`config.mk`:
```
export PLATFORM = sky130hd
export DESIGN_NAME = nas_vram_arb
export DESIGN_NICKNAME = d
export VERILOG_FILES = /design/src/rtl/nas_vram_arb.sv
export SDC_FILE = /design/constraint.sdc
export NUM_CORES = 1
export LEC_CHECK = 0
export ABC_AREA = 1
export ABC_CLOCK_PERIOD_IN_PS = 2900
export BUFFER_PORTS_ARGS = -buffer_cell sky130_fd_sc_hd__buf_2
export CELL_PAD_IN_SITES_DETAIL_PLACEMENT = 2
export CELL_PAD_IN_SITES_GLOBAL_PLACEMENT = 2
export CORE_MARGIN = 4
export CORE_UTILIZATION = 25
export CTS_BUF_LIST = sky130_fd_sc_hd__clkbuf_8 sky130_fd_sc_hd__clkbuf_16
export DETAILED_ROUTE_END_ITERATION = 16
export GPL_TIMING_DRIVEN = 0
export PLACE_DENSITY = 0.8
export SLEW_MARGIN = 25
export SYNTH_ARGS = -nofsm -noshare
export SYNTH_HDL_FRONTEND = slang
export SYNTH_SLANG_ARGS = --single-unit
```
`constraint.sdc`:
```
create_clock -name clk -period 2.9 [get_ports clk]
set_clock_uncertainty 0.1 [all_clocks]
set_input_delay 0.29 -clock clk [delete_from_list [all_inputs] [get_ports clk]]
set_output_delay 0.29 -clock clk [all_outputs]
set_load 0.1 [all_outputs]
```
`src/rtl/nas_vram_arb.sv`:
```
// rtl/nas_vram_arb.sv - NASCOM 2 video-RAM arbiter: display fetch has priority, CPU is held off with wait_n
module nas_vram_arb #(
  parameter int AW = 10
) (
  input  logic          clk,
  input  logic          reset_n,
  input  logic          vdusel_n,
  input  logic          rd_n,
  input  logic          wr_n,
  input  logic [15:0]   cpu_a,
  input  logic [7:0]    cpu_d,
  output logic [7:0]    cpu_rdata,
  output logic          wait_n,
  input  logic          vid_active,
  input  logic [2:0]    char_phase,
  input  logic [AW-1:0] vid_addr,
  output logic [7:0]    vid_char,
  output logic          vid_char_valid,
  output logic [AW-1:0] ram_addr,
  output logic          ram_re,
  output logic          ram_we,
  output logic [7:0]    ram_din,
  input  logic [7:0]    ram_dout
);

  typedef enum logic [2:0] {
    S_IDLE,
    S_VID_RD,
    S_VID_CAP,
    S_CPU_ACC,
    S_CPU_CAP
  } state_t;

  state_t        r_state;
  state_t        w_next;
  logic          r_served;
  logic          r_acc_rd;
  logic [AW-1:0] r_vid_addr;
  logic          w_cpu_req;
  logic          w_cpu_wr;
  logic          w_vid_slot;
  logic          w_vid_guard;
  logic          w_unused_a;

  assign w_cpu_req   = !vdusel_n && (!rd_n || !wr_n);
  assign w_cpu_wr    = !wr_n;
  assign w_vid_slot  = vid_active && (char_phase == 3'd7);
  // A grant at phase 5 or 6 would still be busy when the phase-0 fetch must start.
  assign w_vid_guard = vid_active && ((char_phase == 3'd5) || (char_phase == 3'd6));
  assign w_unused_a  = ^cpu_a[15:AW];

  always_comb begin
    w_next   = r_state;
    ram_addr = '0;
    ram_re   = 1'b0;
    ram_we   = 1'b0;
    ram_din  = '0;
    case (r_state)
      S_IDLE: begin
        if (w_vid_slot) begin
          w_next = S_VID_RD;
        end else if (w_cpu_req && !r_served && !w_vid_guard) begin
          w_next = S_CPU_ACC;
        end
      end
      S_VID_RD: begin
        ram_addr = r_vid_addr;
        ram_re   = 1'b1;
        w_next   = S_VID_CAP;
      end
      S_VID_CAP: w_next = S_IDLE;
      S_CPU_ACC: begin
        ram_addr = cpu_a[AW-1:0];
        if (w_cpu_wr) begin
          ram_we  = 1'b1;
          ram_din = cpu_d;
        end else begin
          ram_re = 1'b1;
        end
        w_next = S_CPU_CAP;
      end
      S_CPU_CAP: w_next = S_IDLE;
      default:   w_next = S_IDLE;
    endcase
  end

  always_ff @(posedge clk or negedge reset_n) begin
    if (!reset_n) begin
      r_state        <= S_IDLE;
      r_served       <= 1'b0;
      r_acc_rd       <= 1'b0;
      r_vid_addr     <= '0;
      cpu_rdata      <= 8'h00;
      vid_char       <= 8'h00;
      vid_char_valid <= 1'b0;
    end else begin
      r_state        <= w_next;
      vid_char_valid <= (r_state == S_VID_CAP);
      if (char_phase == 3'd7) begin
        r_vid_addr <= vid_addr;
      end
      if (r_state == S_VID_CAP) begin
        vid_char <= ram_dout;
      end
      if (r_state == S_CPU_ACC) begin
        r_acc_rd <= !w_cpu_wr;
      end
      if ((r_state == S_CPU_CAP) && r_acc_rd) begin
        cpu_rdata <= ram_dout;
      end
      // Released strobe re-arms; one access per strobe however long it is held.
      if (!w_cpu_req) begin
        r_served <= 1'b0;
      end else if (r_state == S_CPU_CAP) begin
        r_served <= 1'b1;
      end
    end
  end

  assign wait_n = !reset_n || !(w_cpu_req && !r_served);

endmodule

```
==> impl_metrics.tcl, run 1 <==
set metrics [dict create \
    placed_cell_area_um2 2150 \
    muxShareOfSynthArea_pct 0 \
    rsz0062_at_grt "no" \
    cts_buffer_depth 2 \
    initial_core_util_pct 25.9 \
    cp_max_fo 10 \
    post_cts_buffers 0 \
    antenna_left 0 \
    nets 335 \
    crit_type "reg -> out" \
    cts_buffers 5 \
    grt_pass1_vias 1604 \
    post_cts_resized 0 \
    fmax_mhz 447 \
    post-route-min-period_ns 2.24 \
    worst_path_max_delay_cell "dfrtp_1" \
    critPathTopFamily "buffers and inverters" \
    synth_top_area_cell "dfrtp_1" \
    die_x_um 89.1 \
    critPathRequiredTime_ns 2.51 \
    grt_max_degree 34 \
    dp.final_hpwl_mm 3.95 \
    final_cell_mix "85 x buf_2, 65 x nand2_1, 32 x dfrtp_1, 17 x nor2_1, 17 x inv_1" \
    status "finished with violations" \
    worst_slew_pin_slew_ns 0.746 \
    seq_area_frac_synth_pct 48.7 \
    drc 0 \
    place_ws_ns 0.971 \
    vias 1599 \
    r2r_start "r_state[1]$_DFFE_PN0P_" \
    synthCells 195 \
    relSlewSlack_pct 50.2 \
    antenna_found_initial 0 \
    synth_fp_nets 246 \
    postSynthAreaPerCell_um2 8.42 \
    synthTopCellsByArea "dfrtp_1 49%, nand2_1 15%, nand2_4 6.2%" \
    path_cells "nor2_1, buf_2, nand3_1, nand2_2, buf_2" \
    synthAdderAreaFrac_pct 0 \
    die_y_um 89.1 \
    min_path_type "in -> async" \
    rows 29 \
    startpoint_type "register" \
    cpMostUsedCell "buf_2" \
    yosysTopAreaCellShare_pct 48.7 \
    post-route-period-util_pct 77.2 \
    dr.pass1.iters 4 \
    totalWireLength_mm 4.96 \
    final_common_cell "buf_2" \
    whs_ns -0.0258 \
    max-cap-violations 0 \
    diodes 0 \
    grt_pass1_wl_mm 7.90 \
    grt_use_total_pct 12.8 \
    hold_violations 32 \
    port_buffers 82 \
    drt_iter0_drc 44 \
    setup-violations-final 0 \
    worst-path-buf-inv 2 \
    synth-simple-area-share_pct 35.0 \
    cts_tree "built" \
    netlist_area_um2 1640 \
    design_area_um2 2240 \
    arrival_ns 1.85 \
    cts_root_buf "clkbuf_8" \
    critPathCaptureType "output pin" \
    tns_ns 0 \
    clock_sinks 32 \
    cts-htree-levels 2 \
    cp-startpoint "r_state[1]$_DFFE_PN0P_" \
    worst_slack_ns 0.661 \
    gp_congestion 0.715 \
    violations "negative hold slack" \
    cts_hold_buf 0 \
    synth_top_family_by_area "simple AND/OR/NAND/NOR gates" \
    num_io_pins 89 \
    synth_xor_area_share_pct 0 \
    synth_compound_area_share_pct 8.07 \
    yosys_warnings 0 \
    drive_gt1_share_pct 44.9 \
    core-area_um2 6350 \
    dieArea_um2 7930 \
    cts.clk_slew.worst_paths_ns 0.06 \
    clkLatencyLatePin_ns 0.27 \
    overflow 0 \
    synth_cell_types 21 \
    fillCellCount 780 \
    ys_ff_latch 32 \
    area_delta_synth_final_pct 36.6 \
    max_stage_delay_ns 0.48 \
    drt-wirelength-per-cell_um 13.7 \
    drv_slew 0 \
    vias_per_cell 4.42 \
]
[through the flow]
stage          hold slack (ns)  util, %  std cells
3_3_place_gp             0.304     33.9        354
3_5_place_dp             0.312     33.9        354
4_1_cts                0.00357     35.3        362
6_report               -0.0258     35.3        362
2_1_floorplan           -0.106        -        195
5_1_grt                 0.0339     35.3        362
[logic make-up (layout without fill, tap and decap cells)]
family          Yosys count  count (layout)
flops                    32              32
buf+inv                  26             116
compound gates           20              20
simple gates            117             117
[worst paths after layout]
path                                             endpoint  slack [ns]  cells past startpoint
max in group asynchronous        vid_char_valid$_DFF_PN0_        2.24                      1
worst max register to register   cpu_rdata[5]$_DFFE_PN0P_        1.51                      5
min in group clk                r_vid_addr[3]$_DFFE_PN0N_        0.11                      3
worst min-delay path            r_vid_addr[7]$_DFFE_PN0N_       -0.03                      1
worst max-delay path                          ram_addr[0]        0.66                      5
worst min register to register  r_vid_addr[5]$_DFFE_PN0N_        0.38                      2
[worst register-to-register path, stage by stage (launching register included)]
cell and delay, ns:
dfrtp_1 0.48, nor2_2 0.18, nand3_2 0.19, buf_6 0.22, nand2_1 0.08, o21ai_2 0.05
[synthesized netlist by cell type, drive strengths merged]
master and number:
nand2 83, dfrtp 32, inv 18, nor2 18, nand3 16, o21ai 16, buf 6, a21oi 3
a211oi 1, clkbuf 1, clkinv 1
[metal layers]
layer	vias to the layer above	GRT usage (%)	routed length, um
met1	766	16.1	2030
li1	778	-	-
met3	6	3.13	377
met2	49	22.0	2480
met5	-	0	0
met4	0	3.65	68
[state kept, by name, indices dropped and copies added, names as in the netlist]
name and flops:
cpu_rdata 8, r_acc_rd 1, vid_char 8, r_served 1, vid_char_valid 1, r_vid_addr 10
r_state 3
[layout make-up]
class	count	area [um^2]	share of cell area (%)
timing repair buffer	82	410	18.3
inverter	19	73.8	3.29
multi-input combinational	137	712	31.7
sequential	32	801	35.7
clock inverter	2	7.51	0.334
tap	77	96.3	4.29
buffer	7	61.3	2.73
clock buffer	6	82.6	3.68
Power of run 1 is not shown: default switching activity piles up to over one toggle a cycle in this logic, so the estimate is an artifact.
==> run 2: changes to the inputs <==
Settings changed: ABC_CLOCK_PERIOD_IN_PS 2900 to 1900, CORE_UTILIZATION 25 to 21, PLACE_DENSITY 0.8 to 0.71.
Clock period 2.9 ns to 1.9 ns, I/O delays scaled along.
==> run 2 against run 1 <==
Against the previous run: the run still ends with negative hold slack left; first-iteration DRC count increased by 9.1%; setup slack got worse by 0.58 ns; flip-flop and latch count unchanged; clock-buffer cell count unchanged; critical path depth unchanged.
==> impl_metrics.tcl, run 2 (same netlist as run 1, synthesis figures left out) <==
set metrics [dict create \
    multiInputGateArea_um2 727 \
    dp.final_hpwl_mm 3.98 \
    largest-register "r_vid_addr" \
    max-cap-violations 0 \
    nets 347 \
    whs_ns -0.122 \
    drv_slew 0 \
    core-area_um2 7410 \
    final_common_cell "buf_2" \
    tns_ns 0 \
    vias 1673 \
    place_ws_ns 0.0179 \
    fmax_mhz 551 \
    cts.clk_slew.worst_paths_ns 0.07 \
    grt_max_degree 34 \
    rows 31 \
    cts-htree-levels 2 \
    drt_iter0_drc 48 \
    status "finished with violations" \
    p_per_area_nw_per_um2 2070 \
    arrival_ns 1.52 \
    dr.pass1.iters 2 \
    totalWireLength_mm 5.58 \
    instances_no_fill 396 \
    grt_pass1_vias 1822 \
    regArea_um2 805 \
    cts_buffers 5 \
    dp.cells 376 \
    grt_pass1_wl_mm 8.67 \
    cts_hold_buf 7 \
    cts_tree "built" \
    num_io_pins 89 \
    cts_root_buf "clkbuf_8" \
    port_buffers 82 \
    vdd_drop_max_uv 1050 \
    fillCellCount 877 \
    area_delta_synth_final_pct 55.8 \
    critPathRequiredTime_ns 1.61 \
    diodes 0 \
    drive_gt1_share_pct 47.1 \
    startpoint_type "register" \
    clock_sinks 32 \
    worst_slack_ns 0.0860 \
    crit_type "reg -> out" \
    cp_max_fo 10 \
    initial_core_util_pct 22.2 \
    final_util_pct 34.6 \
    overflow 0 \
    reg_top3 "r_vid_addr: 10 flops, cpu_rdata: 8 flops, vid_char: 8 flops" \
    post-route-period-util_pct 95.5 \
    dieArea_um2 9300 \
    violations "negative hold slack" \
    grt_use_total_pct 12.1 \
    min_path_type "in -> async" \
    vias_per_cell 4.22 \
    relSlewSlack_pct 49.2 \
    total_power_mw 5.29 \
    worst_slew_pin_slew_ns 0.762 \
    antenna_found_initial 0 \
    gp_congestion 0.648 \
    antenna_left 0 \
    clkLatencyLatePin_ns 0.28 \
    drt-wirelength-per-cell_um 14.1 \
    final_cell_mix "73 x buf_2, 65 x nand2_1, 29 x dfrtp_1, 15 x nor2_1, 15 x inv_1" \
    placed_cell_area_um2 2180 \
    die_y_um 96.4 \
    critPathCaptureType "output pin" \
    design_area_um2 2560 \
    hold_violations 32 \
    cts_buffer_depth 2 \
    largest_register_ff_count 10 \
    die_x_um 96.4 \
    drc 0 \
    leakage_nw 1.42 \
    setup-violations-final 0 \
    post-route-min-period_ns 1.81 \
]
-- run 2: cell types whose count changed in the layout (fill, tap and decap cells not counted), moves of 3 or more --
cell and delta:
dfrtp_1 -3, dfrtp_2 +3, dlygate4sd3_1 +7, buf_2 -12, buf_4 +4, buf_12 +9
-- run 2: final cells by class --
cell class                 count  share of cell area, %
buffer                         7                   2.49
clock buffer                   6                   3.23
clock inverter                 2                  0.391
inverter                      19                   2.98
multi-input combinational    138                   28.4
sequential                    32                   31.4
tap                           99                   4.84
timing repair buffer          93                   26.2
-- run 2: worst paths after layout --
| check | start | endpoint | slack (ns) | cells after the start |
|---|---|---|---|---|
| max in group asynchronous | reset_n | r_state[0]$_DFFE_PN0P_ | 1.29 | 1 |
| min in group clk | vid_addr[2] | r_vid_addr[2]$_DFFE_PN0N_ | 0 | 3 |
| min reg2reg | r_vid_addr[1]$_DFFE_PN0N_ | r_vid_addr[1]$_DFFE_PN0N_ | 0.38 | 2 |
| min | reset_n | vid_char[1]$_DFFE_PN0P_ | -0.12 | 1 |
| max reg2reg | r_state[1]$_DFFE_PN0P_ | cpu_rdata[5]$_DFFE_PN0P_ | 0.43 | 6 |
| max | r_state[1]$_DFFE_PN0P_ | ram_addr[5] | 0.09 | 5 |
-- run 2: timing repair --
action,4_1_cts,5_1_grt
endpoints found under the setup margin,11,14
cloned,1,1
hold endpoints to repair,39,32
resized for setup,36,9
setup buffers,0,3
-- run 2: where the power goes --
| group | internal, mW | total, mW | switching (mW) | leakage, nW |
|---|---|---|---|---|
| clock network | 0.289 | 0.548 | 0.259 | 0.0510 |
| logic | 0.821 | 3.62 | 2.79 | 0.981 |
| registers | 0.944 | 1.13 | 0.182 | 0.390 |
-- run 2: worst max-delay path, cell delays in order (launching register included) --
cell and delay, ns:
dfrtp_2 0.48, nor2_2 0.15, buf_4 0.20, nand3_1 0.12
nand2_2 0.12, buf_12 0.17
-- run 2: metal layers --
layer	track usage, %	vias to the layer above	part of all wire, %
met5	0	-	0
met4	3.50	0	1.1
met3	3.33	6	6.5
met2	21.4	47	52
met1	14.1	811	41
li1	-	809	-
(Power assumes the default switching activity.)
==> run 3: changes to the inputs <==
Settings changed: CORE_MARGIN 4 to default.
==> run 3 against run 2 <==
Against the previous run: the flow still finishes with violations (negative hold slack); via count decreased by 1.3%; core utilization increased by 0.54 points; worst hold slack worse by 0.0098 ns.
==> impl_metrics.tcl, run 3 (same netlist as run 1, synthesis figures left out) <==
set metrics [dict create \
    totalWireLength_mm 5.24 \
    placed_cell_area_um2 2180 \
    die_x_um 90.4 \
    cts_buffers 5 \
    gp_congestion 0.661 \
    cts_hold_buf 1 \
    cts.clk_slew.worst_paths_ns 0.07 \
    multiInputGateArea_um2 737 \
    regArea_um2 805 \
    relSlewSlack_pct 49.6 \
    largest_register_ff_count 10 \
    dr.pass1.iters 4 \
    whs_ns -0.132 \
    cp_max_fo 5 \
    hold_violations 32 \
    rows 31 \
    grt_use_total_pct 13.2 \
    cts_root_buf "clkbuf_8" \
    die_y_um 90.4 \
    overflow 0 \
    dr.max_layer_used "met4" \
    crit_type "reg -> out" \
    post-route-min-period_ns 1.85 \
    worst_slew_pin_slew_ns 0.756 \
    max-cap-violations 0 \
    vdd_drop_max_uv 907 \
    largest-register "r_vid_addr" \
    reg_top3 "r_vid_addr: 10 flops, cpu_rdata: 8 flops, vid_char: 8 flops" \
    num_io_pins 89 \
    area_delta_synth_final_pct 58.3 \
    diodes 0 \
    critPathCaptureType "output pin" \
    vias_per_cell 4.17 \
    p_per_area_nw_per_um2 2100 \
    initial_core_util_pct 22.2 \
    arrival_ns 1.56 \
    cts_buffer_depth 2 \
    met2WireLength_mm 2.74 \
    dieArea_um2 8180 \
    grt_pass1_wl_mm 8.56 \
    nets 347 \
    drive_gt1_share_pct 48.8 \
    vias 1652 \
    antenna_left 0 \
    core-area_um2 7410 \
    min_path_type "in -> async" \
    drt-met1-wl_mm 2.18 \
    clkLatencyLatePin_ns 0.28 \
    final_cell_mix "68 x buf_2, 65 x nand2_1, 29 x dfrtp_1, 16 x inv_1, 15 x nor2_1" \
    cts_tree "built" \
    final_common_cell "buf_2" \
    final_util_pct 35.1 \
    startpoint_type "register" \
    grt_max_degree 34 \
    cts-htree-levels 2 \
    status "finished with violations" \
    drt_iter0_drc 41 \
    critPathRequiredTime_ns 1.61 \
    wl_met3_um 279 \
    setup-violations-final 0 \
    dp.final_hpwl_mm 3.74 \
    grt_pass1_vias 1785 \
    violations "negative hold slack" \
    leakage_nw 1.44 \
    drt-wirelength-per-cell_um 13.2 \
    antenna_found_initial 0 \
    fillCellCount 876 \
    design_area_um2 2600 \
    rsz0062_at_grt "yes" \
    fmax_mhz 540 \
    drv_slew 0 \
    drc 0 \
    post-route-period-util_pct 97.5 \
    port_buffers 82 \
    clock_sinks 32 \
]
-- run 3: through the flow --
| step | setup TNS (ns) | setup slack (ns) | power (mW) | instances |
|---|---|---|---|---|
| 6_report | 0 | 0.0480 | 5.47 | 396 |
| 2_1_floorplan | -2.61 | -0.306 | 3.84 | 195 |
| 5_1_grt | -0.0395 | -0.0204 | 5.72 | 396 |
| 3_5_place_dp | 0 | 0.0351 | 4.41 | 376 |
| 3_3_place_gp | 0 | 0.0572 | 4.36 | 376 |
| 4_1_cts | -0.00449 | -0.00303 | 5.46 | 392 |
-- run 3: layer usage --
metal	track usage (%)	up-vias
met4	3.23	0
li1	-	804
met2	24.1	49
met5	0	-
met3	3.70	5
met1	15.1	794
-- run 3: critical path: stages, from the launching register on --
cell	delay, ns
dfrtp_2	0.46
buf_4	0.15
a211oi_2	0.21
buf_2	0.46
-- run 3: layout make-up --
class,instances,share of cell area (%)
Clock buffer,5,2.65
Clock inverter,3,1.49
Tap cell,99,4.76
Multi-Input combinational cell,138,28.3
Inverter,19,3.03
Buffer,7,2.45
Sequential cell,32,30.9
Timing Repair Buffer,93,26.3
-- run 3: final timing paths --
kind | slack (ns) | cells past startpoint | startpoint | endpoint
max in group asynchronous | 1.28 | 1 | reset_n | r_state[0]$_DFFE_PN0P_
max | 0.05 | 3 | r_state[1]$_DFFE_PN0P_ | ram_re
min | -0.13 | 1 | reset_n | vid_char[1]$_DFFE_PN0P_
min in group clk | 0 | 3 | vid_addr[6] | r_vid_addr[6]$_DFFE_PN0N_
max reg2reg | 0.40 | 6 | r_state[1]$_DFFE_PN0P_ | cpu_rdata[5]$_DFFE_PN0P_
min reg2reg | 0.38 | 2 | cpu_rdata[6]$_DFFE_PN0P_ | cpu_rdata[6]$_DFFE_PN0P_
-- run 3: repair_timing --
item                                    4_1_cts  5_1_grt
gates cloned                                  2        0
hold endpoints to repair                     33       32
gates resized for setup                      43       11
setup buffers                                 5        4
endpoints found under the setup margin       11       13
-- run 3: power breakdown --
part	switching (mW)	internal, mW
sequential	0.174	0.943
clock	0.256	0.384
combinational	2.82	0.899
total	3.25	2.23
